--- src/rtl/i2s_rx.sv ---
// Philips-standard I2S receiver: BCLK/LRCLK/SDA oversampled on clk_i, one {left,right} sample per frame.
// Latency 3 clk_i edges from BCLK capture to valid_o/err_o; no backpressure, consumer must accept every valid_o pulse.
module i2s_rx #(
    parameter int WIDTH = 16
) (
    input  logic                 clk_i,
    input  logic                 rst_i,
    input  logic                 aud_bclk_i,
    input  logic                 aud_lrclk_i,
    input  logic                 aud_sda_i,
    output logic [2*WIDTH-1:0]   sample_o,
    output logic                 valid_o,
    output logic                 err_o,
    output logic                 sync_o
);
    localparam int CW = $clog2(4 * WIDTH);

    typedef enum logic {SYNC, RUN} state_t;

    state_t           state;
    logic             bclk_s0, bclk_s1, bclk_h;
    logic             lr_s0, lr_s1;
    logic             sda_s0, sda_s1;
    logic             lr_prev;
    logic             primed;
    logic             left_ok;
    logic [WIDTH-1:0] sr;
    logic [WIDTH-1:0] left_hold;
    logic [CW-1:0]    cnt;

    logic             rise;
    logic             word_end;
    logic             long_word;
    logic [WIDTH-1:0] sr_next;
    logic [WIDTH-1:0] word;

    always_comb begin
        rise      = bclk_s1 & ~bclk_h;
        sr_next   = {sr[WIDTH-2:0], sda_s1};
        word      = (cnt < CW'(WIDTH)) ? sr_next : sr;
        long_word = (cnt >= CW'(WIDTH - 1));
        // No rise has been seen since reset until primed is set, so lr_prev carries no history yet.
        word_end  = rise & primed & (lr_s1 != lr_prev);
    end

    always_ff @(posedge clk_i) begin
        if (rst_i) begin
            state     <= SYNC;
            bclk_s0   <= 1'b0;
            bclk_s1   <= 1'b0;
            bclk_h    <= 1'b0;
            lr_s0     <= 1'b0;
            lr_s1     <= 1'b0;
            sda_s0    <= 1'b0;
            sda_s1    <= 1'b0;
            lr_prev   <= 1'b0;
            primed    <= 1'b0;
            left_ok   <= 1'b0;
            sr        <= '0;
            left_hold <= '0;
            cnt       <= '0;
            sample_o  <= '0;
            valid_o   <= 1'b0;
            err_o     <= 1'b0;
            sync_o    <= 1'b0;
        end else begin
            bclk_s0 <= aud_bclk_i;
            bclk_s1 <= bclk_s0;
            bclk_h  <= bclk_s1;
            lr_s0   <= aud_lrclk_i;
            lr_s1   <= lr_s0;
            sda_s0  <= aud_sda_i;
            sda_s1  <= sda_s0;
            valid_o <= 1'b0;
            err_o   <= 1'b0;

            if (rise) begin
                lr_prev <= lr_s1;
                primed  <= 1'b1;
                if (cnt < CW'(WIDTH)) begin
                    sr <= sr_next;
                end
                if (cnt != '1) begin
                    cnt <= cnt + CW'(1);
                end

                if (word_end) begin
                    cnt <= '0;
                    if (state == SYNC) begin
                        state  <= RUN;
                        sync_o <= 1'b1;
                    end else if (!long_word) begin
                        err_o   <= 1'b1;
                        left_ok <= 1'b0;
                    end else if (!lr_prev) begin
                        left_hold <= word;
                        left_ok   <= 1'b1;
                    end else if (left_ok) begin
                        sample_o <= {left_hold, word};
                        valid_o  <= 1'b1;
                        left_ok  <= 1'b0;
                    end
                end
            end
        end
    end
endmodule

--- config.mk ---
export PLATFORM = sky130hd
export DESIGN_NAME = i2s_rx
export DESIGN_NICKNAME = d
export VERILOG_FILES = /design/src/rtl/i2s_rx.sv
export SDC_FILE = /design/constraint.sdc
export NUM_CORES = 1
export LEC_CHECK = 0
export ABC_AREA = 1
export BUFFER_PORTS_ARGS = -buffer_cell sky130_fd_sc_hd__buf_2
export CELL_PAD_IN_SITES_DETAIL_PLACEMENT = 0
export CELL_PAD_IN_SITES_GLOBAL_PLACEMENT = 1
export CORE_ASPECT_RATIO = 0.6
export CORE_UTILIZATION = 42
export DETAILED_ROUTE_END_ITERATION = 7
export PLACE_DENSITY = 0.88
export SLEW_MARGIN = 10
export SYNTH_ARGS = -nofsm -noshare
export SYNTH_HDL_FRONTEND = slang
export SYNTH_SLANG_ARGS = --single-unit
--- constraint.sdc ---
create_clock -name clk_i -period 1.6 [get_ports clk_i]
set_input_delay 0.4 -clock clk_i [delete_from_list [all_inputs] [get_ports clk_i]]
set_output_delay 0.4 -clock clk_i [all_outputs]
set_load 0.01 [all_outputs]
Yosys cells after proc, flatten, opt, wreduce, memory -nomap -nowiden. Index checks and enable logic that the tools add are counted.

Add/subtract/negate cells: 1. Order comparisons: 2. Eq/ne operators: 2. Muxes and demuxes: 7. Bitwise operators: 9. Reduce and logical (&&, ||, !) cells: 9.

Operators by type and width (count): $mux W16 (1); $mux W6 (2); $add A6 B1 Y6 const B (1); $ge A6 B4 Y1 const B (1); $lt A6 B5 Y1 const B (1); $ne A6 B6 Y1 const B (1); $not A1 Y1 (6); $reduce_and A3 Y1 (2); $reduce_and A6 Y1 (1); $reduce_or A6 Y1 (1); $reduce_and A5 Y1 (1); $mux W1 (4); $reduce_and A2 Y1 (2); $reduce_or A4 Y1 (1); $and A1 B1 Y1 (3); $reduce_bool A2 Y1 (1); $ne A1 B1 Y1 (1).

Flip-flop bits (word level): 84. Bits of input ports: 5. Output and inout bits: 35. Word-level logic and storage cells: 48.

Logic depth before layout (Yosys ltp). Gate-level depths: netlist of run 1.

Word-level depth: 6. Gate-level depth with buffers: 8. Gate-level depth less buffers: 7.

Worst setup path before layout of run 1. No wires, ideal clock.

Path type: register to register. Start: reg cnt[0]. End: reg left_hold[0]. Setup time: 113 ps. Arrival: 1255 ps. Data required time: 1487 ps. Setup slack: 233 ps. Stages on the path, launching flop included: 8. Path buffers: 1. Period minus slack after synthesis: 1367 ps. Path through: dfxtp_1 > ha_1 > nand3_2 > nand2_4 > clkbuf_1 > nand4_1 > nand2_1 > nor2_1.

Longest elaborated chain between the ends: 2. Elaborated cells on any way between the ends: 4. Those cells by class: order compare (2); mux (1); reduce/logical (1).

RTL lines: start, declared (line 29) `logic [CW-1:0] cnt;`; start signal, assigned (line 84) `cnt <= cnt + CW'(1);`; $ge A6 B4 Y1 or $lt A6 B5 Y1 (tied branches) (line 41, 40); $reduce_and A5 Y1 (no line) or $mux W16 (tied branches); end signal, assigned (line 96) `left_hold <= word;`; end, declared (line 28) `logic [WIDTH-1:0] left_hold;`.

Parallel ways exist; a longest one is shown, timed or not. A chain may end at the register's enable or synchronous reset.

Final worst setup path of run 1.
Start: reg cnt[0]. End: reg sample_o[7].

Longest elaborated chain between the ends: 2. Elaborated cells on any way between the ends: 4. Those cells by class: order compare (2); mux (1); reduce/logical (1).

RTL lines: $ge A6 B4 Y1 or $lt A6 B5 Y1 (tied branches) (line 41, 40); $reduce_and A6 Y1 (no line) or $mux W16 (tied branches); end signal, assigned (line 99) `sample_o <= {left_hold, word};`; end, declared (line 11) `output logic [2*WIDTH-1:0] sample_o,`.

Parallel ways exist; a longest one is shown, timed or not.

==> key figures, run 1 <==
STA
  • Setup TNS: 0 ns
  • Fin crit share: 91.7%
  • Slew Limit Fails: 0
  • WHS: 0.261 ns
  • Normalized max-slew margin: 74.6%
  • Final setup fails: 0
  • Peak Freq: 682 MHz
  • Worst Tran Pin Value: 0.378 ns
  • RSZ-0062 raised after global routing: no
  • Final-report hold violation count: 0
  • Setup WS post-layout: 0.133 ns
  • Skew final: 0.00868 ns
  • Clock period minus final worst setup slack: 1.47 ns

Layout
  • Area growth syn-to-layout: 19.7%
  • N_diodes: 0
  • Nets: 580
  • Non-Filler Instances: 691
  • Final instance area: 4450 um2
  • Util after Layout: 52.0%
  • Layout cells sized above 1: 14.9%
  • Fillers: 848

Routing
  • Final wirelength: 8840 um
  • Drt initial violations: 319
  • Detailed-route DRC error count: 0
  • DRT antenna net count: 0
  • Routed vias/inst: 4.87
  • Vias: 3,365
  • Drt first pass iters: 5
  • Per-cell routed wire length: 12.8 um

Synthesis
  • Synthesized area per cell: 6.88 um2
  • Yosys cell types: 24
  • YS warnings: 0
  • Syn Inst Count: 540
  • Post-synthesis sequential area ratio: 45.2%
  • Netlist Area Pre-Place: 3720 um2
  • Syn Nets: 546
  • #FFs+latches synth: 84

Floorplanning
  • Die H: 74.9 um
  • Die ar.: 9240 um2
  • FP Rows: 26
  • Ports: 40
  • Die width: 123 um
  • Initial Utilization: 43.4%
  • Core Region: 8560 um2

Clocking
  • Clock sink count: 84
  • CTS Buffer Depth: 2
  • CTS H-tree lvls: 3
  • TritonCTS buffer count: 9
  • Post_cts resized: 0
  • CTS clk-pin slew, worst paths: 0.06 ns
  • Hold buffer count at cts: 0
  • CTS root buffer: clkbuf_16
  • CTS tree: yes
  • Clock latency on the worst-skew pair: 0.34 ns
  • Post-CTS Setup Bufs: 0

Setup path
  • Crit. End Element: flip-flop
  • CP Cell Sequence: ha_4, nand3_2, nand2_4, nand2_2, nor2_4, clkbuf_16, nor2_1, nor2_1
  • Worst Setup Path Type: flip-flop to flip-flop
  • CP bufs+invs: 1
  • CP Max Fanout: 16
  • Crit path DAT: 1.75 ns
  • Most used cell, CP: nor2_1
  • Slowest stage cell, crit path: dfxtp_2
  • Largest stage delay, worst path: 0.37 ns
  • Critical path's top delay family: simple AND/OR/NAND/NOR gates
  • CP required: 1.88 ns
  • Setup crit start kind: flip-flop

Power
  • P per Cell Area: 1030 nW/um2
  • Power, Total: 4.56 mW
  • Worst VDD drop: 521 uV
  • Leak pwr: 2.02 nW

Worst hold path
  • Min-delay worst type: input port to flip-flop

Place
  • Pre-CTS setup slack: 0.0932 ns
  • Gp weighted congestion: 0.769
  • Final HPWL from detailed placement: 5820 um
  • Port Buffers: 39
  • Dpl cell area: 4100 um2
  • Dpl cells: 674

Global routing
  • Global-route wire length before repair: 13,900 um
  • Vias in the first global route: 2,834
  • Total Routing Usage GR: 20.1%
  • Largest net degree at the start of global routing: 69
  • Initial antenna violation count: 0
  • Global route total overflow: 0

Outcome
  • Status: finished, final reports clean

Run
  • Max-cap violations: 0
-- power by group --
| part | leakage, nW | switching, mW | internal [mW] |
|---|---|---|---|
| Combinational | 1.19 | 0.202 | 0.0954 |
| Clock | 0.149 | 0.830 | 1.29 |
| Sequential | 0.681 | 0.0207 | 2.13 |
| Total | 2.02 | 1.05 | 3.51 |
-- worst paths after layout --
path                 endpoint  cells past startpoint  slack, ns  startpoint
setup / recovery  sample_o[7]                      8       0.13      cnt[0]
hold / removal        bclk_s0                      3       0.26  aud_bclk_i
setup reg to reg  sample_o[7]                      8       0.13      cnt[0]
hold reg to reg        sda_s1                      2       0.41      sda_s0
-- placed cells by master (no fill, tap or decap), types with 5 or more instances in the layout --
cell type	count
nand4_1	48
inv_1	68
dfxtp_1	81
nand3_1	13
buf_4	5
nand2_1	137
o211ai_1	16
buf_2	39
nor2_1	115
clkbuf_16	10
a21oi_1	9
buf_12	8
-- cells by family (layout without fill, tap and decap cells) --
group,count (synthesis),count (layout),share of synthesized area (%)
AOI/OAI and AO/OA,29,29,5.05
adders and majority gates,1,1,0.337
buffers and inverters,102,141,11.6
DFF,84,84,45.2
and+or+nand+nor,324,324,37.8
-- layout make-up --
type                       instances  area (um2)  share of cell area (%)
clock buffer                      12         256                    5.76
inverter                          71         267                    5.99
tap                              112         140                    3.15
sequential                        84        1690                    37.9
timing repair buffer              54         429                    9.64
multi-input combinational        354        1630                    36.5
clock inverter                     4        47.5                    1.07
-- flip-flops by register name, indices dropped and copies added, names as in the netlist --
name       count
bclk_h         1
bclk_s0        1
bclk_s1        1
cnt            6
err_o          1
left_hold     16
left_ok        1
lr_prev        1
lr_s0          1
lr_s1          1
primed         1
sample_o      32
sda_s0         1
sda_s1         1
sr            16
state          1
sync_o         1
valid_o        1
-- synth_stat cells, drive strengths merged --
cell type	count	share of area (%)
nand3	15	2.3
nor2	121	13
o211ai	16	3.2
clkinv	1	0.10
nand2	140	14
dfxtp	84	45
clkbuf	10	1.0
inv	70	7.1
o21a	1	0.20
buf	21	3.4
ha	1	0.34
a21oi	9	1.2
o21ai	3	0.40
nand4	48	8.1
-- worst min-delay path, cell delays in order --
cell and delay, ns:
buf_2 0.07, inv_1 0.03, nor2_1 0.06
-- layer usage --
metal  GRT usage [%]  part of all wire (%)  up-vias  wire (um)
met5               0                     0        -          0
met4            8.57                   1.4        0        121
met3            5.30                   7.1       10        630
met2            28.2                    40       85       3500
met1            29.0                    52     1506       4590
li1                -                     -     1764          -
(Power assumes the default switching activity.)
==> run 2: changes to the inputs <==
--- a/config.mk
+++ b/config.mk
@@ -12,6 +12,8 @@
 export CORE_ASPECT_RATIO = 0.6
 export CORE_UTILIZATION = 42
 export DETAILED_ROUTE_END_ITERATION = 7
+export GPL_ROUTABILITY_DRIVEN = 0
+export MAX_ROUTING_LAYER = met4
 export PLACE_DENSITY = 0.88
 export SLEW_MARGIN = 10
 export SYNTH_ARGS = -nofsm -noshare
==> key figures, run 2 (synthesis gave the netlist of run 1 again) <==
Clocking
  • Clock sink count: 84 (unchanged)
  • CTS clk-pin slew, worst paths: 0.06 ns (about the same)
  • CTS Buffer Depth: 2 (unchanged)
  • CTS H-tree lvls: 3 (unchanged)
  • Hold buffer count at cts: 0 (unchanged)
  • Clock latency on the worst-skew pair: 0.34 ns (about the same)
  • CTS tree: yes
  • CTS root buffer: clkbuf_16
  • TritonCTS buffer count: 9 (unchanged)

Place
  • Pre-CTS setup slack: 0.0932 ns (unchanged)
  • Port Buffers: 39 (unchanged)
  • Final HPWL from detailed placement: 5820 um (unchanged)

Routing
  • Detailed-route DRC error count: 0 (unchanged)
  • Drt initial violations: 289 (-9.4%)
  • Routed vias/inst: 4.85 (-0.45%)
  • DRT antenna net count: 0 (unchanged)
  • Per-cell routed wire length: 12.8 um (-0.32%)
  • Final wirelength: 8820 um (-0.32%)
  • Vias: 3,350 (-0.45%)
  • Drt first pass iters: 4 (-1)

Setup path
  • Setup crit start kind: flip-flop
  • RR Startpoint: cnt[0]
  • Crit path DAT: 1.74 ns (about the same)
  • Worst R2R End: sample_o[7]
  • Reg-to-reg slack, setup: 0.14 ns (about the same)
  • CP required: 1.87 ns (about the same)
  • CP Max Fanout: 16 (unchanged)
  • Worst Setup Path Type: flip-flop to flip-flop
  • Crit. End Element: flip-flop
  • Reg2Reg Depth: 8 (unchanged)

STA
  • Final-report hold violation count: 0 (unchanged)
  • Fin crit share: 91.5% (-0.20 points)
  • Slew Limit Fails: 0 (unchanged)
  • Worst Tran Pin Value: 0.372 ns (-0.00608 ns)
  • RSZ-0062 raised after global routing: no
  • Skew final: 0.00864 ns (-0.0000406 ns)
  • Setup TNS: 0 ns (unchanged)
  • Normalized max-slew margin: 75.0% (+0.41 points)
  • Setup WS post-layout: 0.137 ns (+0.00319 ns)
  • Final setup fails: 0 (unchanged)
  • Peak Freq: 683 MHz (+0.22%)
  • Clock period minus final worst setup slack: 1.46 ns (-0.00319 ns)

Layout
  • Most common cell after layout, fill and taps aside: nand2_1
  • Area occupied by multi-input gates: 1630 um2 (unchanged)
  • N_diodes: 0 (unchanged)
  • Area growth syn-to-layout: 19.7% (unchanged)
  • Fillers: 848 (unchanged)
  • Register area: 1690 um2 (unchanged)
  • Util after Layout: 52.0% (unchanged)
  • Largest registers: sample_o x32, left_hold x16, sr x16
  • Largest Register: sample_o
  • Nets: 580 (unchanged)
  • Max reg flops: 32 (unchanged)
  • Most frequent cells in the layout: nand2_1 (137), nor2_1 (115), dfxtp_1 (81), inv_1 (68), nand4_1 (48)
  • Layout cells sized above 1: 14.9% (unchanged)

Worst hold path
  • Hold Path End: bclk_s0
  • Hold path start: aud_bclk_i
  • Min-delay worst type: input port to flip-flop
  • Cells on Worst Hold Path: 3 (unchanged)

Global routing
  • GR Util met1: 29.3% (+0.28 points)
  • Initial antenna violation count: 0 (unchanged)
  • Met3 Track Usage GR: 5.30% (unchanged)
  • Global route total overflow: 0 (unchanged)
  • Global-route wire length before repair: 14,000 um (about the same)
  • Vias in the first global route: 2,821 (-0.46%)
  • Total Routing Usage GR: 20.8% (+0.68 points)
  • GR Layer Usage met2: 27.9% (-0.31 points)
  • Most Crowded Layer GR: met1
  • Largest net degree at the start of global routing: 69 (unchanged)

Floorplanning
  • Initial Utilization: 43.4% (unchanged)
  • FP Rows: 26 (unchanged)
  • Core Region: 8560 um2 (unchanged)
  • Die ar.: 9240 um2 (unchanged)
  • Ports: 40 (unchanged)
  • Die width: 123 um (unchanged)
  • Die H: 74.9 um (unchanged)

Power
  • Sequential share of power: 47.3% (+0.3 points)
  • Worst VDD drop: 505 uV (-3.1%)
  • Leak pwr: 2.02 nW (unchanged)
  • P per Cell Area: 1020 nW/um2 (-0.61%)
  • Sw Pwr: 1.03 mW (-2.6%)
  • Sw Share: 22.6% (-0.47 points)
  • Comb power frac: 6.5% (about the same)
  • Internal Power: 3.51 mW (about the same)
  • Clock Power Share: 46.1% (-0.3 points)

Outcome
  • Status: finished, final reports clean

Run
  • Max-cap violations: 0 (unchanged)
[run 2: metal layers]
| metal | part of all wire [%] | vias to the layer above | wire length, um |
|---|---|---|---|
| met3 | 8.2 | 4 | 723 |
| li1 | - | 1761 | - |
| met5 | 0 | - | 0 |
| met4 | 0.58 | 0 | 51 |
| met1 | 51 | 1489 | 4500 |
| met2 | 40 | 96 | 3540 |
[run 2: power by group through the flow]
stage / sequential, mW / clock (mW) / combinational, mW
floorplan: 2.19 / 0 / 0.209
global placement: 2.19 / 0 / 0.289
detailed placement: 2.19 / 0 / 0.292
CTS: 2.15 / 2.14 / 0.293
global route: 2.15 / 2.23 / 0.339
finish: 2.15 / 2.09 / 0.297
[run 2: worst max path at each step]
stage,slack [ns],from,end
after floorplan,0.23,cnt[0],left_hold[0]
after global placement,0.12,cnt[5],sample_o[5]
after detailed placement,0.09,cnt[0],sample_o[29]
after CTS,0.08,cnt[0],sample_o[10]
after global routing,0.01,cnt[5],sample_o[5]
final,0.14,cnt[0],sample_o[7]
[run 2: cell type report]
class	count	area share (%)
inverters	71	5.99
clock buffers	12	5.76
multi-input cells	354	36.5
well taps	112	3.15
clock inverters	4	1.07
repair buffers	54	9.64
flip-flops and latches	84	37.9
[run 2: metrics by stage]
| step | power (mW) | std cells | hold WS (ns) | area (um2) |
|---|---|---|---|---|
| 6_report | 4.54 | 691 | 0.270 | 4450 |
| 5_1_grt | 4.71 | 691 | 0.277 | 4450 |
| 4_1_cts | 4.58 | 690 | 0.258 | 4400 |
| 3_5_place_dp | 2.48 | 674 | 0.400 | 4100 |
| 3_3_place_gp | 2.48 | 674 | 0.391 | 4100 |
| 2_1_floorplan | 2.40 | 540 | 0.388 | 3720 |
[run 2: repair_timing]
item                       in CTS  in global routing
gates resized for setup         0                  7
setup endpoints to repair       0                 36
setup buffers                   0                  0
[run 2: worst max-delay path: stages (launching register included)]
cell and delay, ns:
dfxtp_2 0.37, ha_4 0.15, nand3_2 0.13, nand2_4 0.15, nand2_2 0.08, nor2_4 0.16
clkbuf_16 0.21, nor2_1 0.05, nor2_1 0.10
==> run 3: changes to the inputs <==
--- a/config.mk
+++ b/config.mk
@@ -15,6 +15,7 @@
 export GPL_ROUTABILITY_DRIVEN = 0
 export MAX_ROUTING_LAYER = met4
 export PLACE_DENSITY = 0.88
+export REMOVE_ABC_BUFFERS = 1
 export SLEW_MARGIN = 10
 export SYNTH_ARGS = -nofsm -noshare
 export SYNTH_HDL_FRONTEND = slang
==> key figures, run 3 (synthesis gave the netlist of run 1 again) <==
Routing
  • Per-cell routed wire length: 12.1 um (-5.1%)
  • Routed vias/inst: 4.81 (-0.83%)
  • Drt initial violations: 301 (+4.2%)
  • Final wirelength: 8380 um (-4.9%)
  • Vias: 3,327 (-0.69%)
  • DRT antenna net count: 0 (unchanged)
  • Detailed-route DRC error count: 0 (unchanged)
  • Drt first pass iters: 5 (+1)

Layout
  • Final instance area: 4450 um2 (about the same)
  • Max reg flops: 32 (unchanged)
  • Nets: 581 (+0.17%)
  • Layout cells sized above 1: 14.3% (-0.54 points)
  • Area growth syn-to-layout: 19.8% (about the same)
  • Fillers: 855 (+0.83%)
  • N_diodes: 0 (unchanged)
  • Util after Layout: 52.0% (about the same)
  • Largest Register: sample_o
  • Most common cell after layout, fill and taps aside: nand2_1
  • Most frequent cells in the layout: nand2_1 (137), nor2_1 (115), dfxtp_1 (82), inv_1 (68), nand4_1 (48)
  • Largest registers: sample_o x32, left_hold x16, sr x16
  • Non-Filler Instances: 692 (+0.14%)

Clocking
  • Clock sink count: 84 (unchanged)
  • Hold buffer count at cts: 0 (unchanged)
  • Clock latency on the worst-skew pair: 0.34 ns (about the same)
  • CTS tree: yes
  • CTS H-tree lvls: 3 (unchanged)
  • CTS clk-pin slew, worst paths: 0.06 ns (about the same)
  • TritonCTS buffer count: 9 (unchanged)
  • CTS root buffer: clkbuf_16
  • CTS Buffer Depth: 2 (unchanged)

Setup path
  • Reg-to-reg slack, setup: 0.11 ns (-0.02 ns)
  • CP required: 1.87 ns (about the same)
  • Worst R2R End: sample_o[14]
  • Setup crit start kind: flip-flop
  • Crit path DAT: 1.76 ns (+0.02 ns)
  • Critical path's top delay family: simple AND/OR/NAND/NOR gates
  • WP depth: 8 (unchanged)
  • CP Max Fanout: 8 (-8)
  • Crit. End Element: flip-flop
  • Slowest stage cell, crit path: dfxtp_1
  • CP bufs+invs: 2 (+1)
  • Reg2Reg Depth: 8 (unchanged)
  • RR Startpoint: lr_prev
  • Largest stage delay, worst path: 0.36 ns (about the same)
  • CP Capture Point: sample_o[14]
  • Worst Setup Path Type: flip-flop to flip-flop
  • CP startpoint: lr_prev
  • CP Cell Sequence: inv_2, nand2_1, nand2_1, nand3_2, nor2_4, clkbuf_16, nor2_1, nor2_1

Worst hold path
  • Min-delay worst type: input port to flip-flop

Place
  • Dpl cells: 672 (-0.30%)
  • Pre-CTS setup slack: 0.0874 ns (-0.00578 ns)
  • Port Buffers: 39 (unchanged)
  • Final HPWL from detailed placement: 5180 um (-11%)
  • Dpl cell area: 4070 um2 (-0.67%)

Floorplanning
  • Initial Utilization: 43.4% (unchanged)
  • Core Region: 8560 um2 (unchanged)
  • Ports: 40 (unchanged)
  • FP Rows: 26 (unchanged)
  • Die ar.: 9240 um2 (unchanged)
  • Die H: 74.9 um (unchanged)
  • Die width: 123 um (unchanged)

Global routing
  • Total Routing Usage GR: 19.7% (-1.1 points)
  • Initial antenna violation count: 0 (unchanged)
  • Vias in the first global route: 2,951 (+4.6%)
  • Largest net degree at the start of global routing: 66 (-4.3%)
  • Global-route wire length before repair: 13,500 um (-3.4%)
  • Global route total overflow: 0 (unchanged)

STA
  • Clock period minus final worst setup slack: 1.49 ns (+0.0224 ns)
  • Skew final: 0.00316 ns (-0.00548 ns)
  • WHS: 0.262 ns (-0.00766 ns)
  • Normalized max-slew margin: 74.5% (-0.52 points)
  • Final-report hold violation count: 0 (unchanged)
  • Setup TNS: 0 ns (unchanged)
  • Slew Limit Fails: 0 (unchanged)
  • Fin crit share: 92.9% (+1.4 points)
  • Worst Tran Pin Value: 0.380 ns (+0.00773 ns)
  • Final setup fails: 0 (unchanged)
  • RSZ-0062 raised after global routing: no
  • Peak Freq: 673 MHz (-1.5%)
  • Setup WS post-layout: 0.114 ns (-0.0224 ns)

Power
  • Leak pwr: 2.02 nW (about the same)
  • Worst VDD drop: 695 uV (+38%)
  • Power, Total: 4.49 mW (-1.1%)
  • P per Cell Area: 1010 nW/um2 (-1.2%)

Run
  • Max-cap violations: 0 (unchanged)

Outcome
  • Status: finished, final reports clean
[run 3: layer usage]
| metal | global-route usage [%] | vias to the layer above | part of all wire (%) | wire length (um) |
|---|---|---|---|---|
| met3 | 5.45 | 7 | 4.4 | 372 |
| li1 | - | 1766 | - | - |
| met1 | 24.9 | 1479 | 51 | 4300 |
| met5 | - | - | 0 | 0 |
| met4 | 7.50 | 0 | 1.1 | 95 |
| met2 | 30.0 | 75 | 43 | 3610 |
[run 3: what timing repair did]
action	4_1_cts	5_1_grt
setup endpoints to repair	0	44
setup buffers	0	1
gates resized for setup	0	5
[run 3: final cells by class]
| type | instances | area (um2) | share of cell area (%) |
|---|---|---|---|
| inverter | 71 | 267 | 5.98 |
| clock inverter | 1 | 30.0 | 0.674 |
| tap | 112 | 140 | 3.15 |
| sequential | 84 | 1690 | 37.9 |
| timing repair buffer | 55 | 442 | 9.92 |
| clock buffer | 15 | 268 | 6.01 |
| multi-input combinational | 354 | 1620 | 36.4 |
[run 3: worst reg2reg max path: stages (launching register included)]
cell,delay [ns]
dfxtp_1,0.36
inv_2,0.11
nand2_1,0.05
nand2_1,0.10
nand3_2,0.16
nor2_4,0.29
clkbuf_16,0.22
nor2_1,0.04
nor2_1,0.09
[run 3: report_power, final]
| group | switching [mW] | leakage [nW] | internal (mW) |
|---|---|---|---|
| Combinational | 0.189 | 1.19 | 0.0923 |
| Sequential | 0.0210 | 0.681 | 2.13 |
| Clock | 0.762 | 0.144 | 1.30 |
[run 3: how the worst min path moves through the flow]
stage / cells after the start / start / to / slack [ns]
2_1_floorplan: 2 / bclk_s0 / bclk_s1 / 0.39
5_1_grt: 3 / aud_lrclk_i / lr_s0 / 0.27
3_3_place_gp: 2 / lr_s0 / lr_s1 / 0.39
3_5_place_dp: 2 / lr_s0 / lr_s1 / 0.39
4_1_cts: 3 / aud_lrclk_i / lr_s0 / 0.26
6_report: 3 / aud_lrclk_i / lr_s0 / 0.26
